--- config.mk ---
export PLATFORM = sky130hd
export DESIGN_NAME = spell_wb_host_flat
export DESIGN_NICKNAME = d
export VERILOG_FILES = /design/src/rtl/spell_wb_host_if.sv /design/src/rtl/spell_wb_host.sv /design/src/flat_wrapper.sv
export SDC_FILE = /design/constraint.sdc
export NUM_CORES = 1
export LEC_CHECK = 0
export ABC_AREA = 1
export CAP_MARGIN = 10
export CORE_MARGIN = 2
export CORE_UTILIZATION = 40
export CTS_BUF_LIST = sky130_fd_sc_hd__clkbuf_8
export CTS_CLUSTER_DIAMETER = 80
export DETAILED_ROUTE_END_ITERATION = 7
export PLACE_DENSITY_LB_ADDON = 0.05
export SYNTH_ARGS = -nofsm -noshare
export SYNTH_HDL_FRONTEND = slang
export SYNTH_SLANG_ARGS = --single-unit
--- constraint.sdc ---
create_clock -name clock -period 1.5 [get_ports clock]
set_input_delay 0.225 -clock clock [delete_from_list [all_inputs] [get_ports clock]]
set_output_delay 0.225 -clock clock [all_outputs]
set_load 0.02 [all_outputs]
--- src/rtl/spell_wb_host_if.sv ---
// Command, response and Wishbone signal bundle for spell_wb_host.
// master = the host itself, slave = the harness side driving commands and acks.
interface spell_wb_host_if #(
  parameter int ADDR_W = 24
);
  logic              cmd_valid;
  logic              cmd_ready;
  logic [1:0]        cmd_op;
  logic [ADDR_W-1:0] cmd_addr;
  logic [31:0]       cmd_data;
  logic              rsp_valid;
  logic              rsp_ready;
  logic [31:0]       rsp_data;
  logic              rsp_err;
  logic              o_wb_cyc;
  logic              o_wb_stb;
  logic              o_wb_we;
  logic [31:0]       o_wb_addr;
  logic [31:0]       o_wb_data;
  logic              i_wb_ack;
  logic [31:0]       i_wb_data;

  modport master (
    input  cmd_valid, cmd_op, cmd_addr, cmd_data, rsp_ready, i_wb_ack, i_wb_data,
    output cmd_ready, rsp_valid, rsp_data, rsp_err,
    output o_wb_cyc, o_wb_stb, o_wb_we, o_wb_addr, o_wb_data
  );

  modport slave (
    output cmd_valid, cmd_op, cmd_addr, cmd_data, rsp_ready, i_wb_ack, i_wb_data,
    input  cmd_ready, rsp_valid, rsp_data, rsp_err,
    input  o_wb_cyc, o_wb_stb, o_wb_we, o_wb_addr, o_wb_data
  );
endinterface

--- src/rtl/spell_wb_host.sv ---
// Wishbone initiator for the spell register slave: write/read/poll commands, one-cycle strobes.
// Define SPELL_WB_TIMEOUT_EN to abort transactions whose ack does not arrive within TIMEOUT cycles.
module spell_wb_host #(
  parameter int ADDR_W   = 24,
  parameter int POLL_GAP = 4,
  parameter int TIMEOUT  = 64
) (
  input logic             clock,
  input logic             reset,
  spell_wb_host_if.master bus
);
  localparam logic [1:0] OP_WRITE = 2'b00;
  localparam logic [1:0] OP_POLL  = 2'b10;
  localparam int         GAP_W    = (POLL_GAP > 1) ? $clog2(POLL_GAP) : 1;

  typedef enum logic [2:0] {
    S_IDLE,
    S_STROBE,
    S_WAIT_ACK,
    S_GAP,
    S_RESP
  } state_t;

  state_t           r_state, w_state;
  logic [1:0]       r_op, w_op;
  logic             r_cmdReady, w_cmdReady;
  logic             r_rspValid, w_rspValid;
  logic [31:0]      r_rspData, w_rspData;
  logic             r_cyc, w_cyc;
  logic             r_stb, w_stb;
  logic             r_we, w_we;
  logic [31:0]      r_wbAddr, w_wbAddr;
  logic [31:0]      r_wbData, w_wbData;
  logic [GAP_W-1:0] r_gapCnt, w_gapCnt;
  logic [31:0]      w_addrExt;
  logic             w_pollHit;

  assign w_addrExt = 32'(bus.cmd_addr[ADDR_W-1:0]);
  // During a poll the latched write data doubles as the completion mask.
  assign w_pollHit = (r_op == OP_POLL) && ((bus.i_wb_data & r_wbData) != 32'd0);

`ifdef SPELL_WB_TIMEOUT_EN
  localparam int TO_W = (TIMEOUT > 1) ? $clog2(TIMEOUT) : 1;
  logic [TO_W-1:0] r_toCnt, w_toCnt;
  logic            r_rspErr, w_rspErr;
  assign bus.rsp_err = r_rspErr;
`else
  assign bus.rsp_err = 1'b0;
  if (TIMEOUT < 1) begin : gTimeoutUnused
  end
`endif

  always_comb begin
    w_state    = r_state;
    w_op       = r_op;
    w_cmdReady = r_cmdReady;
    w_rspValid = r_rspValid;
    w_rspData  = r_rspData;
    w_cyc      = r_cyc;
    w_stb      = r_stb;
    w_we       = r_we;
    w_wbAddr   = r_wbAddr;
    w_wbData   = r_wbData;
    w_gapCnt   = r_gapCnt;
`ifdef SPELL_WB_TIMEOUT_EN
    w_toCnt    = r_toCnt;
    w_rspErr   = r_rspErr;
`endif
    case (r_state)
      S_IDLE: begin
        if (bus.cmd_valid && r_cmdReady) begin
          w_op       = bus.cmd_op;
          w_wbAddr   = w_addrExt;
          w_wbData   = bus.cmd_data;
          w_we       = (bus.cmd_op == OP_WRITE);
          w_cyc      = 1'b1;
          w_stb      = 1'b1;
          w_cmdReady = 1'b0;
          w_state    = S_STROBE;
        end
      end
      S_STROBE: begin
        w_stb   = 1'b0;
        w_state = S_WAIT_ACK;
`ifdef SPELL_WB_TIMEOUT_EN
        w_toCnt = '0;
`endif
      end
      S_WAIT_ACK: begin
        if (bus.i_wb_ack) begin
          w_cyc     = 1'b0;
          w_rspData = (r_op == OP_WRITE) ? 32'd0 : bus.i_wb_data;
`ifdef SPELL_WB_TIMEOUT_EN
          w_rspErr  = 1'b0;
`endif
          if (w_pollHit) begin
            if (POLL_GAP == 0) begin
              w_cyc   = 1'b1;
              w_stb   = 1'b1;
              w_state = S_STROBE;
            end else begin
              w_gapCnt = '0;
              w_state  = S_GAP;
            end
          end else begin
            w_rspValid = 1'b1;
            w_state    = S_RESP;
          end
        end
`ifdef SPELL_WB_TIMEOUT_EN
        else if (r_toCnt == TO_W'(TIMEOUT - 1)) begin
          w_cyc      = 1'b0;
          w_rspData  = 32'd0;
          w_rspErr   = 1'b1;
          w_rspValid = 1'b1;
          w_state    = S_RESP;
        end else begin
          w_toCnt = r_toCnt + 1'b1;
        end
`endif
      end
      S_GAP: begin
        if (r_gapCnt == GAP_W'(POLL_GAP - 1)) begin
          w_cyc   = 1'b1;
          w_stb   = 1'b1;
          w_state = S_STROBE;
        end else begin
          w_gapCnt = r_gapCnt + 1'b1;
        end
      end
      S_RESP: begin
        if (bus.rsp_ready) begin
          w_rspValid = 1'b0;
          w_cmdReady = 1'b1;
          w_state    = S_IDLE;
        end
      end
      default: w_state = S_IDLE;
    endcase
  end

  always_ff @(posedge clock) begin
    if (reset) begin
      r_state    <= S_IDLE;
      r_op       <= OP_WRITE;
      r_cmdReady <= 1'b1;
      r_rspValid <= 1'b0;
      r_rspData  <= 32'd0;
      r_cyc      <= 1'b0;
      r_stb      <= 1'b0;
      r_we       <= 1'b0;
      r_wbAddr   <= 32'd0;
      r_wbData   <= 32'd0;
      r_gapCnt   <= '0;
`ifdef SPELL_WB_TIMEOUT_EN
      r_toCnt    <= '0;
      r_rspErr   <= 1'b0;
`endif
    end else begin
      r_state    <= w_state;
      r_op       <= w_op;
      r_cmdReady <= w_cmdReady;
      r_rspValid <= w_rspValid;
      r_rspData  <= w_rspData;
      r_cyc      <= w_cyc;
      r_stb      <= w_stb;
      r_we       <= w_we;
      r_wbAddr   <= w_wbAddr;
      r_wbData   <= w_wbData;
      r_gapCnt   <= w_gapCnt;
`ifdef SPELL_WB_TIMEOUT_EN
      r_toCnt    <= w_toCnt;
      r_rspErr   <= w_rspErr;
`endif
    end
  end

  assign bus.cmd_ready = r_cmdReady;
  assign bus.rsp_valid = r_rspValid;
  assign bus.rsp_data  = r_rspData;
  assign bus.o_wb_cyc  = r_cyc;
  assign bus.o_wb_stb  = r_stb;
  assign bus.o_wb_we   = r_we;
  assign bus.o_wb_addr = r_wbAddr;
  assign bus.o_wb_data = r_wbData;
endmodule

--- src/flat_wrapper.sv ---
// flat-port wrapper written by rule: the top's interface ports become plain ports
module spell_wb_host_flat 
#(
  parameter int ADDR_W   = 24,
  parameter int POLL_GAP = 4,
  parameter int TIMEOUT  = 64
)
  (clock, reset, bus_cmd_valid, bus_cmd_op, bus_cmd_addr, bus_cmd_data, bus_rsp_ready, bus_i_wb_ack, bus_i_wb_data, bus_cmd_ready, bus_rsp_valid, bus_rsp_data, bus_rsp_err, bus_o_wb_cyc, bus_o_wb_stb, bus_o_wb_we, bus_o_wb_addr, bus_o_wb_data);
  spell_wb_host_if #(.ADDR_W(ADDR_W)) bus_i ();
  input logic clock;
  input logic reset;
  input wire logic [$bits(bus_i.cmd_valid)-1:0] bus_cmd_valid;
  input wire logic [$bits(bus_i.cmd_op)-1:0] bus_cmd_op;
  input wire logic [$bits(bus_i.cmd_addr)-1:0] bus_cmd_addr;
  input wire logic [$bits(bus_i.cmd_data)-1:0] bus_cmd_data;
  input wire logic [$bits(bus_i.rsp_ready)-1:0] bus_rsp_ready;
  input wire logic [$bits(bus_i.i_wb_ack)-1:0] bus_i_wb_ack;
  input wire logic [$bits(bus_i.i_wb_data)-1:0] bus_i_wb_data;
  output wire logic [$bits(bus_i.cmd_ready)-1:0] bus_cmd_ready;
  output wire logic [$bits(bus_i.rsp_valid)-1:0] bus_rsp_valid;
  output wire logic [$bits(bus_i.rsp_data)-1:0] bus_rsp_data;
  output wire logic [$bits(bus_i.rsp_err)-1:0] bus_rsp_err;
  output wire logic [$bits(bus_i.o_wb_cyc)-1:0] bus_o_wb_cyc;
  output wire logic [$bits(bus_i.o_wb_stb)-1:0] bus_o_wb_stb;
  output wire logic [$bits(bus_i.o_wb_we)-1:0] bus_o_wb_we;
  output wire logic [$bits(bus_i.o_wb_addr)-1:0] bus_o_wb_addr;
  output wire logic [$bits(bus_i.o_wb_data)-1:0] bus_o_wb_data;
  assign bus_i.cmd_valid = bus_cmd_valid;
  assign bus_i.cmd_op = bus_cmd_op;
  assign bus_i.cmd_addr = bus_cmd_addr;
  assign bus_i.cmd_data = bus_cmd_data;
  assign bus_i.rsp_ready = bus_rsp_ready;
  assign bus_i.i_wb_ack = bus_i_wb_ack;
  assign bus_i.i_wb_data = bus_i_wb_data;
  assign bus_cmd_ready = bus_i.cmd_ready;
  assign bus_rsp_valid = bus_i.rsp_valid;
  assign bus_rsp_data = bus_i.rsp_data;
  assign bus_rsp_err = bus_i.rsp_err;
  assign bus_o_wb_cyc = bus_i.o_wb_cyc;
  assign bus_o_wb_stb = bus_i.o_wb_stb;
  assign bus_o_wb_we = bus_i.o_wb_we;
  assign bus_o_wb_addr = bus_i.o_wb_addr;
  assign bus_o_wb_data = bus_i.o_wb_data;
  spell_wb_host #(.ADDR_W(ADDR_W), .POLL_GAP(POLL_GAP), .TIMEOUT(TIMEOUT)) u_core (.clock(clock), .reset(reset), .bus(bus_i));
endmodule
==> load_flow_metrics.sql <==
INSERT INTO impl_metrics (metric_group, metric, value, unit) VALUES
('outcome', 'status', 'finished, violations left', ''),
('outcome', 'failed_checks', 'setup timing', ''),
('floorplan', 'die_height', '104', 'µm'),
('logic_synthesis', 'synth.cell_area', '0.00397', 'mm²'),
('min_path', 'hold_path.class', 'input pin to flop', ''),
('sta', 'final_max_slew_viol_count', '0', ''),
('sta', 'fin_crit', '1.52', 'ns'),
('logic_synthesis', 'post-synth-top-area-fraction', '0.504', ''),
('setup_path', 'path_class', 'flop to flop', ''),
('floorplan', 'num_io_pins', '197', ''),
('logic_synthesis', 'ys_warn_count', '0', ''),
('setup_path', 'path_max_fanout', '7', ''),
('setup_path', 'max_stage_delay', '0.38', 'ns'),
('global_routing', 'antenna_found_initial', '0', ''),
('clock_network', 'total_cts_buffers', '9', ''),
('global_routing', 'grt_start_max_net_pins', '41', ''),
('logic_synthesis', 'synth_seq_cells', '100', ''),
('setup_path', 'regToRegEndpoint', 'u_core.bus.rsp_data[20]', ''),
('layout', 'final_util', '0.665', ''),
('setup_path', 'rr_worst_depth', '9', ''),
('place', 'placed_cells', '867', ''),
('layout', 'post_layout_nonfiller_instances', '888', ''),
('sta', 'max_clock_freq', '658', 'MHz'),
('clock_network', 'cts.sink_count', '100', ''),
('setup_path', 'crit_slowest_cell', 'sky130_fd_sc_hd__dfxtp_2', ''),
('clock_network', 'cts.reportedPaths.clkPinSlew', '0.10', 'ns'),
('place', 'place.detailed.hpwl', '9.49', 'mm'),
('routing', 'post-route-drc-count', '0', ''),
('layout', 'layout.nets', '847', ''),
('routing', 'ant_nets', '0', ''),
('floorplan', 'core_region_area', '0.00968', 'mm²'),
('sta', 'setup_viol_count_final', '8', ''),
('routing', 'wire_per_inst', '14.6', 'µm'),
('floorplan', 'placementRows', '36', ''),
('routing', 'drt-initial-drc-count', '162', ''),
('global_routing', 'vias_in_the_first_global_route', '4183', ''),
('sta', 'layout_setup_ws', '-0.0202', 'ns'),
('clock_network', 'htreeDepth', '3', ''),
('setup_path', 'setup.worst_path.start', 'u_core.r_state[1]', ''),
('pwr', 'p_per_area', '1630', 'mW/mm²'),
('global_routing', 'grt_total_ovfl', '0', ''),
('setup_path', 'timing.critical_path.from_type', 'flop', ''),
('clock_network', 'cts-root-to-sink-buffers', '2', ''),
('global_routing', 'grt_pass1_wl', '20.7', 'mm'),
('sta', 'fin_worst_skew', '0.0106', 'ns'),
('pwr', 'power.static_leakage', '3.03', 'nW'),
('routing', 'finalWirelength', '13.0', 'mm'),
('routing', 'detail_route.first_pass.iterations', '4', ''),
('floorplan', 'die_area', '0.0107', 'mm²'),
('flow_run', 'max_cap_violations', '0', ''),
('logic_synthesis', 'synth-seq-area-share', '0.504', ''),
('layout', 'antenna-diode-count', '0', ''),
('layout', 'layout_commonest_cell', 'sky130_fd_sc_hd__nor2_1', ''),
('setup_path', 'crit_chain', 'inv_2 > or2_4 > nor2_4 > inv_4 > nor2_8 > buf_12 > clkbuf_16 > nand3_2 > a21oi_2', ''),
('setup_path', 'setup_slack_reg_to_reg', '-0.02', 'ns'),
('clock_network', 'clock_tree.root_cell', 'sky130_fd_sc_hd__clkbuf_8', ''),
('clock_network', 'clk_latency', '0.36', 'ns'),
('place', 'gp_congestion', '0.862', ''),
('layout', 'final_cell_area', '0.00644', 'mm²'),
('setup_path', 'arrival', '1.82', 'ns'),
('logic_synthesis', 'post_synth_num_cell_types', '21', ''),
('logic_synthesis', 'avgSynthCellArea', '7.31', 'µm²'),
('layout', 'post_route_cells_drive_above_1_share', '0.123', ''),
('clock_network', 'cts_tree', 'yes', ''),
('floorplan', 'die_width', '104', 'µm'),
('logic_synthesis', 'synth_top_cell_by_area', 'sky130_fd_sc_hd__dfxtp_1', ''),
('global_routing', 'track_usage', '0.237', ''),
('floorplan', 'initial_core_util', '0.410', ''),
('layout', 'most-common-layout-cells', '129 x sky130_fd_sc_hd__nor2_1, 100 x sky130_fd_sc_hd__nand2_1, 97 x sky130_fd_sc_hd__dfxtp_1', ''),
('logic_synthesis', 'synth_instances', '543', ''),
('routing', 'avgViaCountPerCell', '4.84', '');
## layer usage
layer | routed length, µm | track usage | share of wire | up-vias
met2 | 6350 | 0.407 | 0.49 | 131
li1 | - | - | - | 2142
met1 | 5440 | 0.281 | 0.42 | 2011
met4 | 222 | 0.0647 | 0.017 | 0
met5 | 0 | 0 | 0 | -
met3 | 978 | 0.0824 | 0.075 | 16
## cells in the mapped netlist, drive strengths merged
| master | instances |
|---|---|
| or2 | 3 |
| o21ai | 62 |
| conb | 1 |
| clkbuf | 22 |
| nor2 | 135 |
| a31oi | 1 |
| ha | 1 |
| a21oi | 41 |
| nand2 | 103 |
| buf | 19 |
| nand3 | 37 |
| inv | 14 |
| nor3 | 4 |
| dfxtp | 100 |
## power by group
part           internal (W)  leakage (nW)  switching (W)
clock network      0.000752        0.0977       0.000919
logic               0.00206          2.11        0.00300
registers           0.00336         0.820       0.000420
total               0.00617          3.03        0.00434
## worst max-delay path: cells and delay by family, from the launching register on
family          cells  cell delay, ns
simple gates        4            0.56
flops               1            0.38
buf+inv             4            0.39
compound gates      1            0.13
## how the worst min path moves through the flow
stage | end | cells past startpoint
finish | u_core.bus.o_wb_data[23] | 3
global route | u_core.bus.o_wb_data[24] | 3
floorplan | u_core.bus.o_wb_addr[2] | 2
detailed placement | u_core.bus.o_wb_we | 2
CTS | u_core.bus.o_wb_data[23] | 3
global placement | u_core.bus.rsp_valid | 2
## cell type report
class | instances | area [µm²]
fill | 910 | 3250
inverter | 14 | 57.6
sequential | 100 | 2010
tap | 133 | 166
clock inverter | 6 | 58.8
timing repair buffer | 230 | 2200
multi-input combinational | 396 | 1830
clock buffer | 9 | 124
## timing repair
action	in CTS	in global routing
setup endpoints to repair	133	44
pin swaps	0	7
gates resized for setup	100	35
hold buffers	0	0
endpoints found under the hold margin	0	0
gates cloned	0	1
setup buffers	0	5
## stage by stage
| step | setup TNS, ns | power, W | setup WS, ns | hold slack (ns) |
|---|---|---|---|---|
| floorplan | 0 | 0.00644 | 0.0920 | 0.360 |
| global placement | -2.57 | 0.00894 | -0.231 | 0.448 |
| detailed placement | -3.70 | 0.00901 | -0.281 | 0.451 |
| CTS | -0.00615 | 0.0103 | -0.00615 | 0.432 |
| global route | -2.35 | 0.0112 | -0.102 | 0.433 |
| finish | -0.104 | 0.0105 | -0.0202 | 0.440 |
## registers in the layout (all words and copies together) (netlist names)
| register | cells |
|---|---|
| u_core.bus.o_wb_data | 32 |
| u_core.r_state | 3 |
| u_core.bus.o_wb_addr | 24 |
| u_core.r_gapCnt | 2 |
| u_core.bus.rsp_valid | 1 |
| u_core.r_op | 2 |
| u_core.bus.o_wb_we | 1 |
| u_core.bus.rsp_data | 32 |
| u_core.bus.o_wb_stb | 1 |
| u_core.bus.o_wb_cyc | 1 |
| u_core.bus.cmd_ready | 1 |
## cells by family (layout without fill, tap and decap cells)
| logic type | Yosys count | count (layout) | synth area share |
|---|---|---|---|
| flip-flops | 100 | 100 | 0.504 |
| buffers and inverters | 55 | 259 | 0.0706 |
| AND/OR/NAND/NOR | 282 | 282 | 0.290 |
| other | 1 | 9 | 0.000944 |
| AO/OA/AOI/OAI | 104 | 104 | 0.131 |
| adder cells (fa/ha/maj) | 1 | 1 | 0.00315 |
No activity file was read; power rests on OpenSTA's default activity.
